[src/rtl/hc_event_rx.sv]
// Crossover event receiver: debounces the comparator decision with a HOLD-cycle filter,
// stamps each confirmed level change and queues it for a valid/ready consumer.
module hc_event_rx #(
    parameter int HOLD  = 4,
    parameter int DEPTH = 4,
    parameter int TSW   = 16
) (
    input  logic           clk,
    input  logic           rst,
    input  logic           cmp_in,
    input  logic [7:0]     ts1,
    input  logic [7:0]     ts2,
    output logic           ev_valid,
    input  logic           ev_ready,
    output logic           ev_dir,
    output logic [TSW-1:0] ev_time,
    output logic [8:0]     ev_diff,
    output logic           ovf,
    output logic [1:0]     dbg_state_o
);
    // Handshake: an entry transfers on any rising edge where ev_valid && ev_ready;
    // head fields stay stable while ev_valid is high and ev_ready is low.

    localparam logic [1:0] LOW    = 2'd0;
    localparam logic [1:0] PEND_H = 2'd1;
    localparam logic [1:0] HIGH   = 2'd2;
    localparam logic [1:0] PEND_L = 2'd3;

    localparam int AW = $clog2(DEPTH);
    localparam int EW = 1 + TSW + 9;

    logic [1:0]     state_q, state_d;
    logic [7:0]     cnt_q, cnt_d;
    logic [TSW-1:0] start_q, start_d;
    logic [TSW-1:0] tstamp_q;

    logic           push;
    logic           push_dir;
    logic [TSW-1:0] push_time;
    logic [8:0]     diff;

    logic [EW-1:0]  mem_q [DEPTH];
    logic [AW-1:0]  wr_ptr_q, rd_ptr_q;
    logic [AW:0]    count_q, count_d;
    logic           ovf_q;
    logic           full, pop, accept;

    assign diff = {ts1[7], ts1} - {ts2[7], ts2};

    always_comb begin
        state_d   = state_q;
        cnt_d     = cnt_q;
        start_d   = start_q;
        push      = 1'b0;
        push_dir  = 1'b0;
        push_time = start_q;
        case (state_q)
            LOW, HIGH: begin
                // A level different from the confirmed one opens a pending run.
                if (cmp_in != (state_q == HIGH)) begin
                    if (HOLD == 1) begin
                        state_d   = (state_q == LOW) ? HIGH : LOW;
                        push      = 1'b1;
                        push_dir  = cmp_in;
                        push_time = tstamp_q;
                    end else begin
                        state_d = (state_q == LOW) ? PEND_H : PEND_L;
                        cnt_d   = 8'd1;
                        start_d = tstamp_q;
                    end
                end
            end
            default: begin
                if (cmp_in != (state_q == PEND_H)) begin
                    state_d = (state_q == PEND_H) ? LOW : HIGH;
                    cnt_d   = 8'd0;
                end else if (cnt_q + 8'd1 == 8'(HOLD)) begin
                    state_d  = (state_q == PEND_H) ? HIGH : LOW;
                    cnt_d    = 8'd0;
                    push     = 1'b1;
                    push_dir = (state_q == PEND_H);
                end else begin
                    cnt_d = cnt_q + 8'd1;
                end
            end
        endcase
    end

    assign full   = (count_q == (AW+1)'(DEPTH));
    assign pop    = ev_valid && ev_ready;
    // When full, a same-edge pop frees the slot the write pointer already points at.
    assign accept = push && (!full || pop);

    always_comb begin
        count_d = count_q;
        if (accept && !pop)      count_d = count_q + 1'b1;
        else if (pop && !accept) count_d = count_q - 1'b1;
    end

    always_ff @(posedge clk) begin
        if (!rst) begin
            state_q  <= LOW;
            cnt_q    <= 8'd0;
            start_q  <= '0;
            tstamp_q <= '0;
            wr_ptr_q <= '0;
            rd_ptr_q <= '0;
            count_q  <= '0;
            ovf_q    <= 1'b0;
        end else begin
            state_q  <= state_d;
            cnt_q    <= cnt_d;
            start_q  <= start_d;
            tstamp_q <= tstamp_q + 1'b1;
            count_q  <= count_d;
            if (accept) wr_ptr_q <= wr_ptr_q + 1'b1;
            if (pop)    rd_ptr_q <= rd_ptr_q + 1'b1;
            if (push && full && !pop) ovf_q <= 1'b1;
        end
    end

    always_ff @(posedge clk) begin
        if (rst && accept) mem_q[wr_ptr_q] <= {push_dir, push_time, diff};
    end

    // Head fields are gated so every output reads 0 while the queue is empty.
    assign ev_valid    = (count_q != '0);
    assign ev_dir      = ev_valid ? mem_q[rd_ptr_q][EW-1]       : 1'b0;
    assign ev_time     = ev_valid ? mem_q[rd_ptr_q][EW-2 -: TSW] : '0;
    assign ev_diff     = ev_valid ? mem_q[rd_ptr_q][8:0]         : 9'd0;
    assign ovf         = ovf_q;
    assign dbg_state_o = state_q;
endmodule

[config.mk]
export PLATFORM = sky130hd
export DESIGN_NAME = hc_event_rx
export DESIGN_NICKNAME = d
export VERILOG_FILES = /design/src/rtl/hc_event_rx.sv
export SDC_FILE = /design/constraint.sdc
export NUM_CORES = 1
export LEC_CHECK = 0
export BUFFER_PORTS_ARGS = -buffer_cell sky130_fd_sc_hd__buf_2
export CAP_MARGIN = 20
export CORE_ASPECT_RATIO = 0.7
export CORE_MARGIN = 5
export CORE_UTILIZATION = 36
export DETAILED_ROUTE_END_ITERATION = 8
export PLACE_DENSITY = 0.5
export SLEW_MARGIN = 5
export SYNTH_ARGS = -nofsm -noshare
export SYNTH_HDL_FRONTEND = slang
export SYNTH_SLANG_ARGS = --single-unit
[constraint.sdc]
create_clock -name clk -period 7.3 [get_ports clk]
set_input_delay 1.825 -clock clk [delete_from_list [all_inputs] [get_ports clk]]
set_output_delay 1.825 -clock clk [all_outputs]
set_load 0.01 [all_outputs]
==> Word-level counts from Yosys, hierarchy flattened <==
Memory sizes are Yosys's and may differ from the RTL's. A register that Yosys moved wholly into a read port is not among the register bits.
Cells that the tools add are included.
Widths: inputs -> output; s select.
{ "totals": {"ff_bits": 50, "latchBits": 0, "ramBits": 104, "rom_bits": 0, "input_bits": 20, "out_inout_bits": 30, "word_cells": 67, "mem_count": 1} }
{ "op_classes": {"add_sub_neg": 7, "mul": 0, "n_div": 0, "n_lt_le_gt_ge": 0, "n_eq_ne": 7, "shift": 0, "n_mux": 26, "bitwise": 0, "reduce_logical": 18} }
{ "mem_list": {"columns": ["name", "words", "word_bits", "read_ports", "rd_ports_with_merged_regs", "write_ports", "line", "source"], "rows": [
  ["mem_q", 4, 26, 1, 1, 1, "42", "logic [EW-1:0] mem_q [DEPTH];"]
]} }
{ "op_table": {"columns": ["op", "n"], "rows": [
  ["$mux 8", 4],
  ["$mux 2", 9],
  ["$add 16x1->16 const B", 1],
  ["$mux 16", 1],
  ["$mux 1", 9],
  ["$mux 9", 1],
  ["$sub 8x8->9", 1],
  ["$add 8x1->8 const B", 1],
  ["$eq 8x3->1 const B", 1],
  ["$logic_and 1x1->1", 7],
  ["$mux 3", 2],
  ["$reduce_bool 3->1", 2],
  ["$add 2x1->2 const B", 2],
  ["$reduce_and 2->1", 2],
  ["$add 3x1->3 const B", 1],
  ["$eq 3x3->1 const B", 1],
  ["$logic_not 1->1", 3],
  ["$sub 3x1->3 const B", 1],
  ["$eq 2x1->1 const B", 1],
  ["$eq 2x2->1 const B", 1],
  ["$logic_not 2->1", 1],
  ["$ne 1x1->1", 2],
  ["$ne 2x2->1 const B", 1],
  ["$reduce_bool 2->1", 1],
  ["other kinds (2)", 2]
]} }

==> Logic depth before layout (Yosys ltp) <==
Gate-level depths: netlist of the first run.
{ "depth": {"ltp_word": 10, "mapped_depth": 10, "depth_no_buf": 10} }

==> Worst setup path after synthesis of the first run <==
Ideal clock, no wire load.
{ "synth_path": {"path_kind": "input-to-reg", "startpoint": "input port cmp_in", "endpoint": "register count_q[2]", "t_arrival_ns": 3.779, "t_required_ns": 7.224, "path_slack_ns": 3.445, "cell_stages": 9, "path_buffers": 0, "path_cell_list": "xor2_1 > nand2_1 > nor3_4 > ha_1 > inv_1 > fa_1 > xor2_1 > or3_1 > a21boi_0"} }
{ "synth_between": {"elab_chain_cells": 7, "word_cells_on_any_way": 9, "cone_classes": "eq/ne (1); mux (3); reduce/logical (5)"} }
{ "synth_lines": {"columns": ["element", "line", "source"], "rows": [
  ["start: declaration", "10", "input logic cmp_in,"],
  ["$ne 1x1->1 (*)", "74", "if (cmp_in != (state_q == PEND_H)) begin"],
  ["$mux 1 (*)", "74", null],
  ["$mux 1 (*)", "57", "case (state_q)"],
  ["$logic_and 1x1->1 (*)", "92", "assign accept = push && (!full || pop);"],
  ["$logic_not 1->1", "97", "else if (pop && !accept) count_d = count_q - 1'b1;"],
  ["$logic_and 1x1->1", "97", null],
  ["$reduce_bool 2->1 (no source line)", null, null],
  ["end signal: assignment", "115", "count_q <= count_d;"],
  ["end: declaration", "44", "logic [AW:0] count_q, count_d;"]
]} }
Mark *: on every way between the ends. The rest lies on a longest branch, timed or not.
A chain may end at the register's enable or synchronous reset.

==> Final worst setup path of the first run <==
Same ends and word-level chain as after synthesis.

==> results of run 1 <==
-- kinds of logic after synthesis --
family          Yosys count
xor+xnor                 22
compound gates           53
simple gates            156
fa+ha+maj                17
flops                   156
mux                      27
buf+inv                  36
-- routing by layer --
layer | share of wire, % | global-route usage [%] | vias to the layer above
met5 | 0 | 0 | -
met2 | 44 | 18.4 | 59
met3 | 4.3 | 2.90 | 11
li1 | - | - | 1817
met1 | 51 | 17.5 | 1809
met4 | 1.3 | 4.30 | 0
-- placed cells by master (no fill, tap or decap), types with 10 or more instances in the layout --
cell         n
a21boi_1    18
and2_1      44
and3_1      12
buf_2       49
clkbuf_16   17
dfxtp_1     51
edfxtp_1   104
ha_1        15
inv_1       16
mux4_2      26
nand2_1     41
nor2_1      11
nor2b_1     13
o21ai_0     10
xnor2_1     15
-- power breakdown --
group	internal, mW	switching, mW
Clock	0.446	0.371
Combinational	0.200	0.210
Sequential	0.962	0.0368
Total	1.61	0.618
-- flip-flops by register name (all words and copies together) (netlist names), named ones only --
name,cells
cnt_q,8
count_q,3
dbg_state_o,1
mem_q,104
ovf,1
push_time,16
rd_ptr_q,2
tstamp_q,16
wr_ptr_q,2
-- synth_stat cells, types with 7 or more instances --
library cell | count | area share (%)
nand2_1 | 41 | 2.4
a21oi_1 | 7 | 0.54
nor2_1 | 11 | 0.63
clkbuf_1 | 17 | 0.98
edfxtp_1 | 104 | 48
and2_1 | 44 | 4.2
inv_1 | 16 | 0.92
o21ai_0 | 10 | 0.77
a21boi_1 | 18 | 2.1
and3_1 | 12 | 1.2
xnor2_1 | 15 | 2.0
mux4_2 | 26 | 9.0
dfxtp_1 | 52 | 16
nor2b_1 | 13 | 1.2
nand3_1 | 9 | 0.69
ha_1 | 15 | 2.9
xor2_1 | 7 | 0.94
-- per-stage QoR --
step | std cells | hold WS (ns)
2_1_floorplan | 467 | 0.433
3_3_place_gp | 737 | 0.454
3_5_place_dp | 737 | 0.469
4_1_cts | 769 | 0.483
5_1_grt | 771 | 0.510
6_report | 771 | 0.476
-- path summary, 6_finish.rpt --
kind,from,end
max,cmp_in,count_q[2]
max reg2reg,cnt_q[3],count_q[2]
min,tstamp_q[0],tstamp_q[0]
min reg2reg,tstamp_q[0],tstamp_q[0]
-- layout make-up --
cell class,instances,area (um^2),share of cell area (%)
multi-input combinational,275,2220,29.2
inverter,16,60.1,0.789
timing repair buffer,56,318,4.17
sequential,156,4170,54.7
tap,236,295,3.88
clock buffer,17,425,5.59
clock inverter,15,129,1.69
==> impl_metrics.tcl, run 1 <==
set metrics [dict create \
    holdBufCountCts 0 \
    hold_class "reg2reg" \
    grt_overflow 0 \
    cts_buffers 17 \
    place_hpwl_um 7690 \
    design_area_um2 7610 \
    fin_crit_ns 4.10 \
    synth-seq-area-share_pct 63.8 \
    synthFlopType "edfxtp_1" \
    r2r_cells 9 \
    cp.arrival_ns 4.43 \
    ioPinCount 50 \
    drc_errors 0 \
    cp_max_fo 13 \
    grt_max_degree 59 \
    gp_congestion 0.727 \
    ant_nets 0 \
    postCtsSetupRepairBufs 0 \
    crit_type "in2reg" \
    max_cap_viol_count 0 \
    total_power_mw 2.23 \
    setup_viol 0 \
    post_drt_wl_per_cell_um 15.7 \
    cts_tree "done" \
    synth_compound_area_share_pct 5.33 \
    start_util_pct 36.4 \
    rows 41 \
    maxSlewHeadroom_pct 41.5 \
    fill_cells 1674 \
    die_h_um 123 \
    totalWireLength_um 12100 \
    syn_area_um2 6520 \
    drive_gt1_share_pct 22.1 \
    cp_slowest_stage_delay_ns 0.41 \
    path_clk_slew_ns 0.06 \
    vias_per_cell 4.79 \
    clock_skew_ns 0.0187 \
    worst_slack_ns 3.20 \
    muxShareOfSynthArea_pct 9.13 \
    io_buffers 49 \
    critPathBufInv 2 \
    syn_inst 467 \
    drt_iter0_drc 200 \
    htreeDepth 4 \
    ys_warn_count 0 \
    grt_pass1_vias 3724 \
    die_w_um 171 \
    ir_drop_mv 0.218 \
    timing.critical_path.mode_cell "xor2_1" \
    status "completed" \
    whs_path_depth 1 \
    synthArstFlopShare_pct 0 \
    finalSetupTns_ns 0 \
    rsz0062_at_grt "no" \
    critPathTopFamily "simple AND/OR/NAND/NOR gates" \
    synth_nets 504 \
    cellPowerDensity_nw_per_um2 292 \
    power.leakage_nw 2.78 \
    grt.total_usage_pct 12.2 \
    n_antenna_cell 0 \
    numClockSinks 156 \
    syn_to_final_growth_pct 16.7 \
    ys_seq_elements 156 \
    crit_path_start_kind "input port" \
    synth_top_family_by_area "simple AND/OR/NAND/NOR gates" \
    antenna_found_initial 0 \
    synthAdderAreaFrac_pct 3.49 \
    cp_num_cells 10 \
    placed_area_um2 7030 \
    synth.avg_cell_area_um2 14.0 \
    root_buffer "clkbuf_16" \
    yosysUniqueCellTypes 43 \
    r2r_slack_ns 4.26 \
    dr.pass1.iters 4 \
    hold_viol 0 \
    crit_required_ns 7.63 \
    synth_edf_count 104 \
    synth-xor-area-share_pct 2.95 \
    tightest_slew_ns 0.878 \
    die_area_um2 21000 \
    postCtsResizedCells 0 \
    clk_latency_ns 0.42 \
    synth-simple-area-share_pct 13.2 \
    nets 559 \
    post-route-period-util_pct 56.2 \
    grt_first_pass_wirelength_um 19600 \
    slowest_stage "xor2_1" \
    place_ws_ns 2.78 \
    cts_buffer_depth 2 \
    vias 3696 \
    critPathCaptureType "flip-flop" \
    fmax_mhz 244 \
    core_area_um2 17900 \
    post-route-util_pct 42.5 \
    slew_violations 0 \
    crit_chain "buf_2 > xor2_1 > nand2_1 > nor3_4 > ha_1 > inv_1 > fa_1 > xor2_1 > or3_1 > a21boi_0" \
]
Power figures use the tool's default switching activity.
==> run 2: changes to the inputs <==
clock period = 3.9 ns   (was 7.3 ns; I/O delays follow)
==> run 2 against run 1 <==
  * Utilization rose by 0.17 points
  * Largest cell class unchanged
  * Non-clock buffer count grew 2
  * Sequential share of layout area shrank 0.21 points
  * Combinational power up 94%
  * Global-route usage up 0.52 points
==> impl_metrics.tcl, run 2 (synthesis gave the netlist of run 1 again) <==
set metrics [dict create \
    grt_pass1_vias 3775 \
    cellPowerDensity_nw_per_um2 543 \
    path_clk_slew_ns 0.06 \
    max_cap_viol_count 0 \
    htreeDepth 4 \
    power_frac_seq_pct 44.8 \
    die_h_um 123 \
    worst_slack_ns 0.828 \
    grt_overflow 0 \
    start_util_pct 36.4 \
    grt.total_usage_pct 12.8 \
    fill_cells 1645 \
    post-route-util_pct 42.7 \
    cts_buffer_depth 2 \
    slowest_stage "or3_1" \
    cp_max_fo 29 \
    crit_chain "or3_1 > and2_1 > buf_2" \
    crit_path_start_kind "flip-flop" \
    status "completed" \
    design_area_um2 7640 \
    tightest_slew_ns 1.01 \
    power_frac_comb_pct 19.2 \
    netSwitchingFraction_pct 27.5 \
    drt_iter0_drc 296 \
    fin_crit_ns 3.07 \
    place_ws_ns 0.503 \
    hold_ws_ns 0.469 \
    dp.cells 741 \
    clock_power_share_pct 36.0 \
    top_register "mem_q" \
    vias 3679 \
    totalWireLength_um 12500 \
    gp_congestion 0.711 \
    cp_slowest_stage_delay_ns 0.81 \
    crit_required_ns 2.92 \
    layout_common_cells "edfxtp_1, dfxtp_1, buf_2, and2_1, nand2_1" \
    drc_errors 0 \
    post-route-period-util_pct 78.8 \
    largest_reg_flops 104 \
    holdBufCountCts 0 \
    die_w_um 171 \
    drive_gt1_share_pct 22.0 \
    post_drt_wl_per_cell_um 16.2 \
    grt_first_pass_wirelength_um 20200 \
    root_buffer "clkbuf_16" \
    io_buffers 49 \
    postCtsSetupRepairBufs 0 \
    place_hpwl_um 7970 \
    postCtsResizedCells 0 \
    regArea_um2 4170 \
    critPathCaptureType "primary output" \
    cts_tree "done" \
    r2r_slack_ns 0.91 \
    maxSlewHeadroom_pct 32.8 \
    n_antenna_cell 0 \
    rsz0062_at_grt "no" \
    cts_buffers 17 \
    clock_skew_ns 0.0104 \
    rows 41 \
    core_area_um2 17900 \
    p_int_mw 3.01 \
    syn_to_final_growth_pct 17.2 \
    grt_max_degree 55 \
    setup_viol 0 \
    cp.arrival_ns 2.10 \
    nets 561 \
    crit_type "reg2out" \
    dr.pass1.iters 4 \
    hold_viol 0 \
    multi_input_area_um2 2220 \
    finalSetupTns_ns 0 \
    antenna_found_initial 0 \
    layoutNonFillerInstCount 773 \
    die_area_um2 21000 \
    ioPinCount 50 \
    hold_class "reg2reg" \
    clk_latency_ns 0.42 \
    total_power_mw 4.15 \
    vias_per_cell 4.76 \
    ir_drop_mv 0.268 \
    p_switching_mw 1.14 \
    power.leakage_nw 2.79 \
    placed_area_um2 7110 \
    numClockSinks 156 \
    slew_violations 0 \
    final_common_cell "edfxtp_1" \
    fmax_mhz 326 \
    ant_nets 0 \
]
## run 2: final timing paths
| path | start | to | cells past startpoint |
|---|---|---|---|
| setup / recovery | count_q[0] | ev_time[2] | 3 |
| hold / removal | tstamp_q[15] | push_time[15] | 2 |
| setup reg to reg | cnt_q[3] | count_q[2] | 9 |
| hold reg to reg | tstamp_q[15] | push_time[15] | 2 |
## run 2: worst max-delay path, delay by kind of cell, from the launching register on
family,cells,cell delay (ns)
and+or+nand+nor,2,1.10
buffers and inverters,1,0.15
DFF,1,0.42
## run 2: area by class of cell
type,count,area share (%)
tap,236,3.86
inverter,16,0.786
clock inverter,12,1.21
timing repair buffer,58,4.75
sequential,156,54.5
clock buffer,20,5.84
multi-input combinational,275,29.1
## run 2: power by group through the flow
stage	sequential [mW]	clock (mW)	combinational [mW]
detailed placement	1.90	0	0.828
global placement	1.90	0	0.815
global route	1.87	1.61	0.896
CTS	1.86	1.54	0.830
finish	1.86	1.49	0.796
floorplan	1.86	0	0.566
## run 2: metal layers
layer,vias to the layer above,track usage (%),part of all wire [%]
li1,1821,-,-
met1,1796,17.5,49
met2,53,20.2,47
met3,9,3.73,4.0
met4,0,3.27,0.78
met5,-,0,0
